File: config.mk
export PLATFORM = sky130hd
export DESIGN_NAME = regfile_mp_flat
export DESIGN_NICKNAME = d
export VERILOG_FILES = /design/src/rtl/regfile_pkg.sv /design/src/rtl/regfile_mp_if.sv /design/src/rtl/regfile_rdport.sv /design/src/rtl/regfile_mp.sv /design/src/flat_wrapper.sv
export SDC_FILE = /design/constraint.sdc
export NUM_CORES = 2
export LEC_CHECK = 0
export CAP_MARGIN = 20
export CORE_UTILIZATION = 33
export DETAILED_ROUTE_END_ITERATION = 7
export PLACE_DENSITY = 0.46
export SETUP_SLACK_MARGIN = 0.15
export SYNTH_ARGS = -nofsm -noshare
export SYNTH_HDL_FRONTEND = slang
export SYNTH_SLANG_ARGS = --single-unit
File: constraint.sdc
create_clock -name clk -period 4.68 [get_ports clk]
set_input_delay 0.936 -clock clk [delete_from_list [all_inputs] [get_ports clk]]
set_output_delay 0.936 -clock clk [all_outputs]
set_load 0.01 [all_outputs]
File: src/rtl/regfile_pkg.sv
// Shared definitions for the multi-port register file.
// Holds the default data/address widths used by the decode and writeback
// stages, the sweep-clear FSM state encoding and the depth helper.
package regfile_pkg;

    localparam int unsigned DefDw = 32;
    localparam int unsigned DefAw = 5;

    typedef enum logic {
        StIdle  = 1'b0,
        StClear = 1'b1
    } clr_state_e;

    function automatic int unsigned depth(input int unsigned aw);
        return 32'd1 << aw;
    endfunction

endpackage

File: src/rtl/regfile_mp_if.sv
// Bus bundle for regfile_mp.
// master: decode/writeback side (drives enables, addresses, data, clr_req;
//         receives rd and busy).
// slave:  the register file.
//   ena      global enable
//   we0/wa0/wd0, we1/wa1/wd1  two write ports, port 1 is the younger slot
//   ra       NRD packed read addresses, port i at [i*AW +: AW]
//   rd       NRD packed registered read data, port i at [i*DW +: DW]
//   clr_req  single-cycle sweep-clear request
//   busy     sweep clear in progress
interface regfile_mp_if
    import regfile_pkg::*;
#(
    parameter int unsigned DW  = DefDw,
    parameter int unsigned AW  = DefAw,
    parameter int unsigned NRD = 2
);
    logic              ena;
    logic              we0;
    logic [AW-1:0]     wa0;
    logic [DW-1:0]     wd0;
    logic              we1;
    logic [AW-1:0]     wa1;
    logic [DW-1:0]     wd1;
    logic [NRD*AW-1:0] ra;
    logic [NRD*DW-1:0] rd;
    logic              clr_req;
    logic              busy;

    modport master (
        output ena, we0, wa0, wd0, we1, wa1, wd1, ra, clr_req,
        input  rd, busy
    );

    modport slave (
        input  ena, we0, wa0, wd0, we1, wa1, wd1, ra, clr_req,
        output rd, busy
    );

endinterface

File: src/rtl/regfile_rdport.sv
// One registered read port of the register file.
//   clk_i, rst_ni       clock, async active-low reset
//   ena_i               global enable; rd_o holds when low
//   ra_i                read address
//   mem_i               current array contents
//   wr0_en_i/wa0_i/wd0_i, wr1_en_i/wa1_i/wd1_i
//                       write ports as they will commit this edge (enables
//                       already qualified: nonzero address, idle, enabled)
//   rd_o                registered read data
module regfile_rdport
    import regfile_pkg::*;
#(
    parameter int unsigned DW    = DefDw,
    parameter int unsigned AW    = DefAw,
    parameter int unsigned Depth = 32
) (
    input  logic          clk_i,
    input  logic          rst_ni,
    input  logic          ena_i,
    input  logic [AW-1:0] ra_i,
    input  logic [DW-1:0] mem_i [Depth],
    input  logic          wr0_en_i,
    input  logic [AW-1:0] wa0_i,
    input  logic [DW-1:0] wd0_i,
    input  logic          wr1_en_i,
    input  logic [AW-1:0] wa1_i,
    input  logic [DW-1:0] wd1_i,
    output logic [DW-1:0] rd_o
);

    logic [DW-1:0] rd_d, rd_q;

    // Bypass checks port 1 first so it matches the array's collision priority.
    always_comb begin
        rd_d = rd_q;
        if (ena_i) begin
            if (ra_i == '0) begin
                rd_d = '0;
            end else if (wr1_en_i && (wa1_i == ra_i)) begin
                rd_d = wd1_i;
            end else if (wr0_en_i && (wa0_i == ra_i)) begin
                rd_d = wd0_i;
            end else begin
                rd_d = mem_i[ra_i];
            end
        end
    end

    always_ff @(posedge clk_i or negedge rst_ni) begin
        if (!rst_ni) begin
            rd_q <= '0;
        end else begin
            rd_q <= rd_d;
        end
    end

    assign rd_o = rd_q;

endmodule

File: src/rtl/regfile_mp.sv
// Multi-port register file with write-to-read bypass and sweep clear.
//   clk   clock, rising edge
//   rst   async active-low reset, clears array, read registers and FSM
//   bus   regfile_mp_if slave: two write ports, NRD registered read ports,
//         clr_req/busy sweep-clear handshake, global ena
// Entry 0 is hardwired to zero. During a sweep, writes are dropped and the
// bypass is disabled; reads see swept entries as zero.
module regfile_mp
    import regfile_pkg::*;
#(
    parameter int unsigned DW  = DefDw,
    parameter int unsigned AW  = DefAw,
    parameter int unsigned NRD = 2
) (
    input logic         clk,
    input logic         rst,
    regfile_mp_if.slave bus
);

    localparam int unsigned Depth = depth(AW);

    logic [DW-1:0]     mem_q [Depth];
    clr_state_e        state_q;
    logic              busy_q;
    logic [AW-1:0]     idx_q;
    logic              wr_ok, wr0_en, wr1_en, sweep_en;
    logic [DW-1:0]     rd_w [NRD];
    logic [NRD*DW-1:0] rd_flat;

    // Writes are also dropped on the cycle a clear request is accepted.
    assign wr_ok    = bus.ena && (state_q == StIdle) && !bus.clr_req;
    assign wr0_en   = wr_ok && bus.we0 && (bus.wa0 != '0);
    assign wr1_en   = wr_ok && bus.we1 && (bus.wa1 != '0);
    assign sweep_en = bus.ena && (state_q == StClear);

    // Port 1 is assigned last so it wins a same-address collision.
    always_ff @(posedge clk or negedge rst) begin
        if (!rst) begin
            for (int unsigned i = 0; i < Depth; i++) begin
                mem_q[i] <= '0;
            end
        end else if (sweep_en) begin
            mem_q[idx_q] <= '0;
        end else begin
            if (wr0_en) begin
                mem_q[bus.wa0] <= bus.wd0;
            end
            if (wr1_en) begin
                mem_q[bus.wa1] <= bus.wd1;
            end
        end
    end

    // Sweep-clear FSM; busy is registered alongside the state.
    always_ff @(posedge clk or negedge rst) begin
        if (!rst) begin
            state_q <= StIdle;
            busy_q  <= 1'b0;
            idx_q   <= AW'(1);
        end else if (bus.ena) begin
            unique case (state_q)
                StIdle: begin
                    if (bus.clr_req) begin
                        state_q <= StClear;
                        busy_q  <= 1'b1;
                        idx_q   <= AW'(1);
                    end
                end
                StClear: begin
                    if (&idx_q) begin
                        state_q <= StIdle;
                        busy_q  <= 1'b0;
                        idx_q   <= AW'(1);
                    end else begin
                        idx_q <= idx_q + AW'(1);
                    end
                end
            endcase
        end
    end

    for (genvar g = 0; g < NRD; g++) begin : g_rd
        regfile_rdport #(
            .DW    (DW),
            .AW    (AW),
            .Depth (Depth)
        ) u_rdport (
            .clk_i    (clk),
            .rst_ni   (rst),
            .ena_i    (bus.ena),
            .ra_i     (bus.ra[g*AW +: AW]),
            .mem_i    (mem_q),
            .wr0_en_i (wr0_en),
            .wa0_i    (bus.wa0),
            .wd0_i    (bus.wd0),
            .wr1_en_i (wr1_en),
            .wa1_i    (bus.wa1),
            .wd1_i    (bus.wd1),
            .rd_o     (rd_w[g])
        );
    end

    always_comb begin
        rd_flat = '0;
        for (int i = 0; i < NRD; i++) begin
            rd_flat[i*DW +: DW] = rd_w[i];
        end
    end

    assign bus.rd   = rd_flat;
    assign bus.busy = busy_q;

endmodule

File: src/flat_wrapper.sv
// flat-port wrapper written by rule: the top's interface ports become plain ports
module regfile_mp_flat import regfile_pkg::*;
#(
    parameter int unsigned DW  = DefDw,
    parameter int unsigned AW  = DefAw,
    parameter int unsigned NRD = 2
)
  (clk, rst, bus_ena, bus_we0, bus_wa0, bus_wd0, bus_we1, bus_wa1, bus_wd1, bus_ra, bus_clr_req, bus_rd, bus_busy);
  regfile_mp_if #(.DW(DW), .AW(AW), .NRD(NRD)) bus_i ();
  input logic clk;
  input logic rst;
  input wire logic [$bits(bus_i.ena)-1:0] bus_ena;
  input wire logic [$bits(bus_i.we0)-1:0] bus_we0;
  input wire logic [$bits(bus_i.wa0)-1:0] bus_wa0;
  input wire logic [$bits(bus_i.wd0)-1:0] bus_wd0;
  input wire logic [$bits(bus_i.we1)-1:0] bus_we1;
  input wire logic [$bits(bus_i.wa1)-1:0] bus_wa1;
  input wire logic [$bits(bus_i.wd1)-1:0] bus_wd1;
  input wire logic [$bits(bus_i.ra)-1:0] bus_ra;
  input wire logic [$bits(bus_i.clr_req)-1:0] bus_clr_req;
  output wire logic [$bits(bus_i.rd)-1:0] bus_rd;
  output wire logic [$bits(bus_i.busy)-1:0] bus_busy;
  assign bus_i.ena = bus_ena;
  assign bus_i.we0 = bus_we0;
  assign bus_i.wa0 = bus_wa0;
  assign bus_i.wd0 = bus_wd0;
  assign bus_i.we1 = bus_we1;
  assign bus_i.wa1 = bus_wa1;
  assign bus_i.wd1 = bus_wd1;
  assign bus_i.ra = bus_ra;
  assign bus_i.clr_req = bus_clr_req;
  assign bus_rd = bus_i.rd;
  assign bus_busy = bus_i.busy;
  regfile_mp #(.DW(DW), .AW(AW), .NRD(NRD)) u_core (.clk(clk), .rst(rst), .bus(bus_i));
endmodule
* Word-level counts from Yosys, hierarchy flattened *
Cells that the tools add are included.

word-level totals
  bits of input ports = 90
  flip-flop bits (word level) = 1,095
  bits in read-only memories = 0
  memories kept = 0
  word-level logic and storage cells = 115
  bits in writable memories = 0
  latch bits = 0
  output and inout port bits = 65

cells by class
  $lt $le $gt $ge = 8
  add/subtract/negate cells = 1
  shift operators = 0
  bitwise logic cells = 8
  div/mod/pow operators = 0
  $mul = 0
  eq/ne operators = 6
  multiplexer cells = 33
  reductions and logical operators = 22

operators by type and width
  kind                  count
  $mux 1024             4
  $bwmux 1024           2
  $and 1024x1024->1024  1
  $not 1024->1024       1
  $demux 32 s5          3
  $mux 32               13
  $bmux 32 s5           2
  $ge 6x6->1 const B    5
  $not 5->6             5
  $eq 5x5->1            4
  $lt 6x1->1 const B    3
  $logic_and 1x1->1     14
  $logic_not 5->1       2
  $mux 5                2
  $pmux 5 s2            1
  $reduce_bool 5->1     2
  $add 5x1->5 const B   1
  $reduce_and 5->1      1
  $mux 1                4
  $ne 2x2->1 const B    2
  $pmux 1 s2            2
  $reduce_and 3->1      1
  $reduce_and 2->1      1
  $logic_not 1->1       1
  $not 1->1             1

* Logic depth before layout (Yosys ltp) *
  word-level depth = 11
  depth in mapped cells = 11
  gate-level depth less buffers = 6

* Cells and area by module *
Synthesis repeated with hierarchy kept, for this count alone.

unflattened totals
  cells, all modules = 8,266
  area total of the unflattened synthesis = 82,357.7 µm²

modules (own cells, without submodules)
  module          times used  cells an instance  area each (µm²)
  regfile_mp      1           6,354              62,008.2
  regfile_rdport  2           956                10,174.8

* Worst setup path after synthesis *
OpenSTA, ideal clock, no wires.

  kind = in2reg
  start point = input port bus_ra[5]
  end point = register u_core.g_rd[1].u_rdport.rd_q[16]
  library setup time = 0.136 ns
  arrival time = 2.992 ns
  cell stages on the path = 7
  buffers on the path = 3
  data required time = 4.544 ns
  slack = 1.552 ns
  path through = buf_2 > buf_2 > buf_1 > mux4_2 > a221o_1 > a211oi_1 > o21ai_0

on the way
  word-level cells in the longest chain between the ends = 7
  elaborated cells on any way between the ends = 12
  those cells by class = eq/ne: 2; mux: 6; bitwise: 1; reduce/logical: 3

ends and longest elaborated chain
  item                                        line                  RTL
  from (decl)                                 flat_wrapper.sv:19    input wire logic [$bits(bus_i.ra)-1:0] bus_ra;
  $not 5->6 (implied by the code)             regfile_rdport.sv:44  rd_d = mem_i[ra_i];
  $bmux 32 s5                                 regfile_rdport.sv:44
  $mux 32 (implied by the code) (2 in a row)  regfile_rdport.sv:44
  $mux 32                                     regfile_rdport.sv:41  end else if (wr0_en_i && (wa0_i == ra_i)) begin
  $mux 32                                     regfile_rdport.sv:39  end else if (wr1_en_i && (wa1_i == ra_i)) begin
  $mux 32 *                                   regfile_rdport.sv:37  if (ra_i == '0) begin
  to (signal assigned)                        regfile_rdport.sv:53  rd_q <= rd_d;
  to (decl)                                   regfile_rdport.sv:31  logic [DW-1:0] rd_d, rd_q;

Mark *: on every way between the ends. The rest lies on a longest branch, timed or not. The select of a mux whose other input is x is not followed.
A chain may end at the register's enable or synchronous reset.

* Worst setup path after layout *
  start point = input port bus_clr_req
  end point = register u_core.mem_q[246] (netlist bit)

on the way
  word-level cells in the longest chain between the ends = 9
  elaborated cells on any way between the ends = 11
  those cells by class = mux: 5; reduce/logical: 6

ends and longest elaborated chain
  item                             line                RTL
  from (decl)                      flat_wrapper.sv:20  input wire logic [$bits(bus_i.clr_req)-1:0] bus_clr_req;
  $logic_not 1->1 *                regfile_mp.sv:31    assign wr_ok = bus.ena && (state_q == StIdle) && !bus.clr_req;
  $logic_and 1x1->1 *              regfile_mp.sv:31
  $logic_and 1x1->1 (2 in a row)   regfile_mp.sv:32    assign wr0_en = wr_ok && bus.we0 && (bus.wa0 != '0);
  $mux 1024                        regfile_mp.sv:45    if (wr0_en) begin
  $mux 1024                        regfile_mp.sv:42    end else if (sweep_en) begin
  $bwmux 1024                      regfile_mp.sv:49    mem_q[bus.wa1] <= bus.wd1;
  $mux 1024 *                      regfile_mp.sv:48    if (wr1_en) begin
  $mux 1024 *                      regfile_mp.sv:42
  to (signal, indexed assignment)  regfile_mp.sv:46    mem_q[bus.wa0] <= bus.wd0;
  to (signal, indexed assignment)  regfile_mp.sv:49
  to (decl)                        regfile_mp.sv:22    logic [DW-1:0] mem_q [Depth];

Marks and branches as above.

==> flow_metrics.py <==
metrics = {
    "power": {
        "p_sw_share_pct": 34.8,
        "p_leak_nw": 37.3,
        "ir_worst_vdd_mv": 0.300,
        "p_per_area_nw_per_um2": 355,
        "pwr-share-clk_pct": 38.9,
        "pwr-share-comb_pct": 22.9,
        "p_seq_share_pct": 38.1,
        "p_total_mw": 29.0,
        "p_int_mw": 18.9,
        "p_switching_mw": 10.1,
    },
    "synthesis": {
        "synth_fp_nets": 8234,
        "avgSynthCellArea_um2": 8.82,
        "synth-edff-count": 0,
        "syn_area_um2": 71800,
        "ys_seq_area_share_pct": 38.2,
        "ys_types": 70,
        "ys_async_sr_fraction_pct": 100,
        "ys_ff_latch": 1095,
        "ys.warnings.count": 0,
        "syn_inst": 8139,
        "synth_ff_type": "dfrtp_1",
    },
    "cells_and_area": {
        "syn_to_final_growth_pct": 13.9,
        "nFillCells": 21300,
        "nNetsFinal": 7970,
        "drive_gt1_share_pct": 16.6,
        "finish.utilization_pct": 38.0,
    },
    "critical_path": {
        "worstSetupEndpointType": "register",
        "cp_num_buf_inv": 3,
        "crit_type": "input port to register",
        "worstPathMaxFanout": 18,
        "critical_path_arrival_ps": 4120,
        "worst_setup_path_start_kind": "input port",
        "cp_slowest_cell": "and3b_1",
        "cp_cell_sequence": "clkdlybuf4s50_1 > buf_4 > nor3b_2 > and3b_1 > nand2_1 > a31o_1 > a222oi_1 > inv_1",
        "worstPathRequired_ps": 5340,
        "cpPeakStageDelay_ps": 670,
        "crit_family": "simple AND/OR/NAND/NOR gates",
    },
    "detailed_routing": {
        "drc": 24,
        "wl_mm": 379,
        "vias": 72100,
        "wl_per_cell_um": 35.0,
        "drt-pass1-iter-count": 8,
        "drtAntennaViolNets": 0,
        "drtIter0Drc": 11100,
        "viasPerCell": 6.66,
    },
    "timing": {
        "period_minus_slack_ps": 3450,
        "setup_viol": 0,
        "slew_viol_final": 0,
        "fin_skew_ps": 40.2,
        "max_slew.worst_pin.slew_ps": 1150,
        "min_period_over_period_pct": 73.8,
        "finalHoldViolCount": 0,
        "slew_headroom_pct": 23.1,
        "rsz0062_at_grt": "no",
        "finalSetupTns_ps": 0,
        "fmax_mhz": 290,
    },
    "placed_design": {
        "dp_hpwl_mm": 244,
        "port-buffer-count": 154,
        "globalplace.congestion": 0.945,
    },
    "cts": {
        "path_clk_slew_ps": 60,
        "clkLatencyLatePin_ps": 820,
        "hold_buffers": 0,
        "clock-sinks": 1095,
        "htreeDepth": 4,
        "cts_root_buffer": "clkbuf_16",
        "cts_tree": "yes",
        "cts_buffers": 141,
        "post_cts_buffers": 0,
        "cts-resized-gates": 0,
        "clk_path_buf_depth": 3,
    },
    "global_routing": {
        "grt_pass1_vias": 67400,
        "grt_max_degree": 113,
        "overflow": 0,
        "antenna_found_initial": 30,
        "grt_pass1_wl_mm": 532,
        "grt_use_total_pct": 33.7,
    },
    "die": {
        "fp.dieW_um": 468,
        "fp-row-count": 170,
        "die_y_um": 468,
        "core-area_um2": 215000,
        "initial_utilization_pct": 33.3,
        "die-area_um2": 219000,
        "ios": 155,
    },
    "worst_hold_path": {
        "worstHoldPathType": "input port to asynchronous set/reset pin",
    },
    "run_status": {
        "status": "complete, but fails checks",
        "violations": "DRC",
    },
    "run": {
        "maxCapViolCount": 0,
    },
}
-- worst reg2reg max path, cell delays in order (launching register included) --
cell and delay [ps]:
dfrtp_1 560, or3b_4 730, or4_1 640, a31o_1 610
a222oi_1 470, inv_1 70
-- registers in the layout (all words and copies together), names as in the netlist --
name                       cells
u_core.state_q                 1
u_core.bus.busy                1
u_core.mem_q                1024
u_core.g_rd.u_rdport.rd_o     64
u_core.idx_q                   5
-- layout make-up --
cell class              instances  area, µm²  share of cell area (%)
repair buffers                550       5090                    6.23
flip-flops and latches       1095      27400                    33.5
well taps                    2838       3550                    4.34
diodes                          9       22.5                  0.0275
clock buffers                 205       4110                    5.03
clock inverters                42        462                   0.565
multi-input cells            5888      40400                    49.4
inverters                     199        747                   0.914
-- logic make-up after synthesis --
logic type      after synthesis  synth area share [%]
xor+xnor                     21                 0.256
mux                         806                  16.3
fa+ha+maj                     5                0.0872
compound gates             2899                  25.8
flops                      1095                  38.2
buf+inv                    1156                  6.25
simple gates               2157                  13.2
-- power by group through the flow --
| stage | logic (mW) | clock network [mW] | registers (mW) |
|---|---|---|---|
| final | 6.66 | 11.3 | 11.1 |
| after detailed placement | 6.48 | 0 | 11.2 |
| after CTS | 6.50 | 11.4 | 11.0 |
| after global routing | 7.01 | 11.8 | 11.1 |
| after floorplan | 3.81 | 0 | 10.9 |
| after global placement | 6.38 | 0 | 11.2 |
-- path summary, 6_finish.rpt --
kind | startpoint | end | slack (ps) | depth (start not counted)
max in group asynchronous | rst | u_core.mem_q[284] | 3330 | 2
min in group clk | u_core.mem_q[538] | u_core.mem_q[538] | 480 | 2
worst min register to register | u_core.mem_q[538] | u_core.mem_q[538] | 480 | 2
worst min-delay path | rst | u_core.mem_q[865] | 130 | 1
worst max-delay path | bus_clr_req | u_core.mem_q[246] | 1230 | 8
worst max register to register | u_core.state_q | u_core.mem_q[60] | 1450 | 5
-- cell usage in the layout, fill, tap and decap left out, types with 70 or more instances in the layout --
cell and n:
a22oi_1 248, nand2_1 1401, buf_12 70, buf_4 327, a222oi_1 177, nand3_1 318
a21oi_1 358, dfrtp_1 1094, a31oi_1 204, inv_1 199, clkdlybuf4s50_1 84, nor2_1 89
nor2b_1 101, a21o_1 234, mux2i_1 294, mux2_2 249, o2bb2ai_1 192, o22ai_1 125
clkbuf_16 144, mux4_2 263, o21ai_0 1125
-- synthesized netlist by cell type (all sizes together), types with 15 or more instances --
| cell | number | share of area (%) |
|---|---|---|
| a22oi | 248 | 2.6 |
| buf | 131 | 0.89 |
| mux4 | 263 | 8.3 |
| nand4 | 35 | 0.31 |
| a22o | 32 | 0.39 |
| nor2 | 120 | 0.63 |
| clkbuf | 826 | 4.3 |
| a31o | 19 | 0.26 |
| and3 | 32 | 0.28 |
| o21ai | 1155 | 8.1 |
| a21o | 234 | 2.4 |
| a222oi | 177 | 2.5 |
| nor4 | 15 | 0.28 |
| a221o | 56 | 0.78 |
| mux2i | 294 | 4.1 |
| nor3 | 43 | 0.30 |
| nand3 | 319 | 2.2 |
| or4 | 16 | 0.19 |
| o22ai | 125 | 1.1 |
| nor2b | 105 | 0.92 |
| inv | 199 | 1.0 |
| a221oi | 32 | 0.39 |
| o2bb2ai | 192 | 2.3 |
| mux2 | 249 | 3.9 |
| xnor2 | 15 | 0.18 |
| nand2 | 1404 | 7.3 |
| dfrtp | 1094 | 38 |
| a21oi | 378 | 2.6 |
| a31oi | 205 | 1.8 |
| a211oi | 33 | 0.35 |
-- routing by layer --
| layer | global-route usage, % | part of all wire (%) | vias to the layer above |
|---|---|---|---|
| met1 | 45.5 | 40 | 36700 |
| met4 | 14.0 | 4.5 | 14 |
| met3 | 8.73 | 11 | 938 |
| met2 | 51.0 | 44 | 4888 |
| met5 | 0.281 | 0.043 | - |
| li1 | - | - | 29500 |
-- per-stage QoR --
stage | instances | area, µm² | hold slack (ps) | setup slack [ps]
finish | 10800 | 81800 | 128 | 1230
global route | 10800 | 81700 | 168 | 1130
CTS | 10800 | 81700 | 162 | 1400
detailed placement | 10600 | 77200 | 471 | 555
global placement | 10600 | 77100 | 462 | 552
floorplan | 8139 | 71800 | 448 | 1550
(Power assumes the default switching activity.)
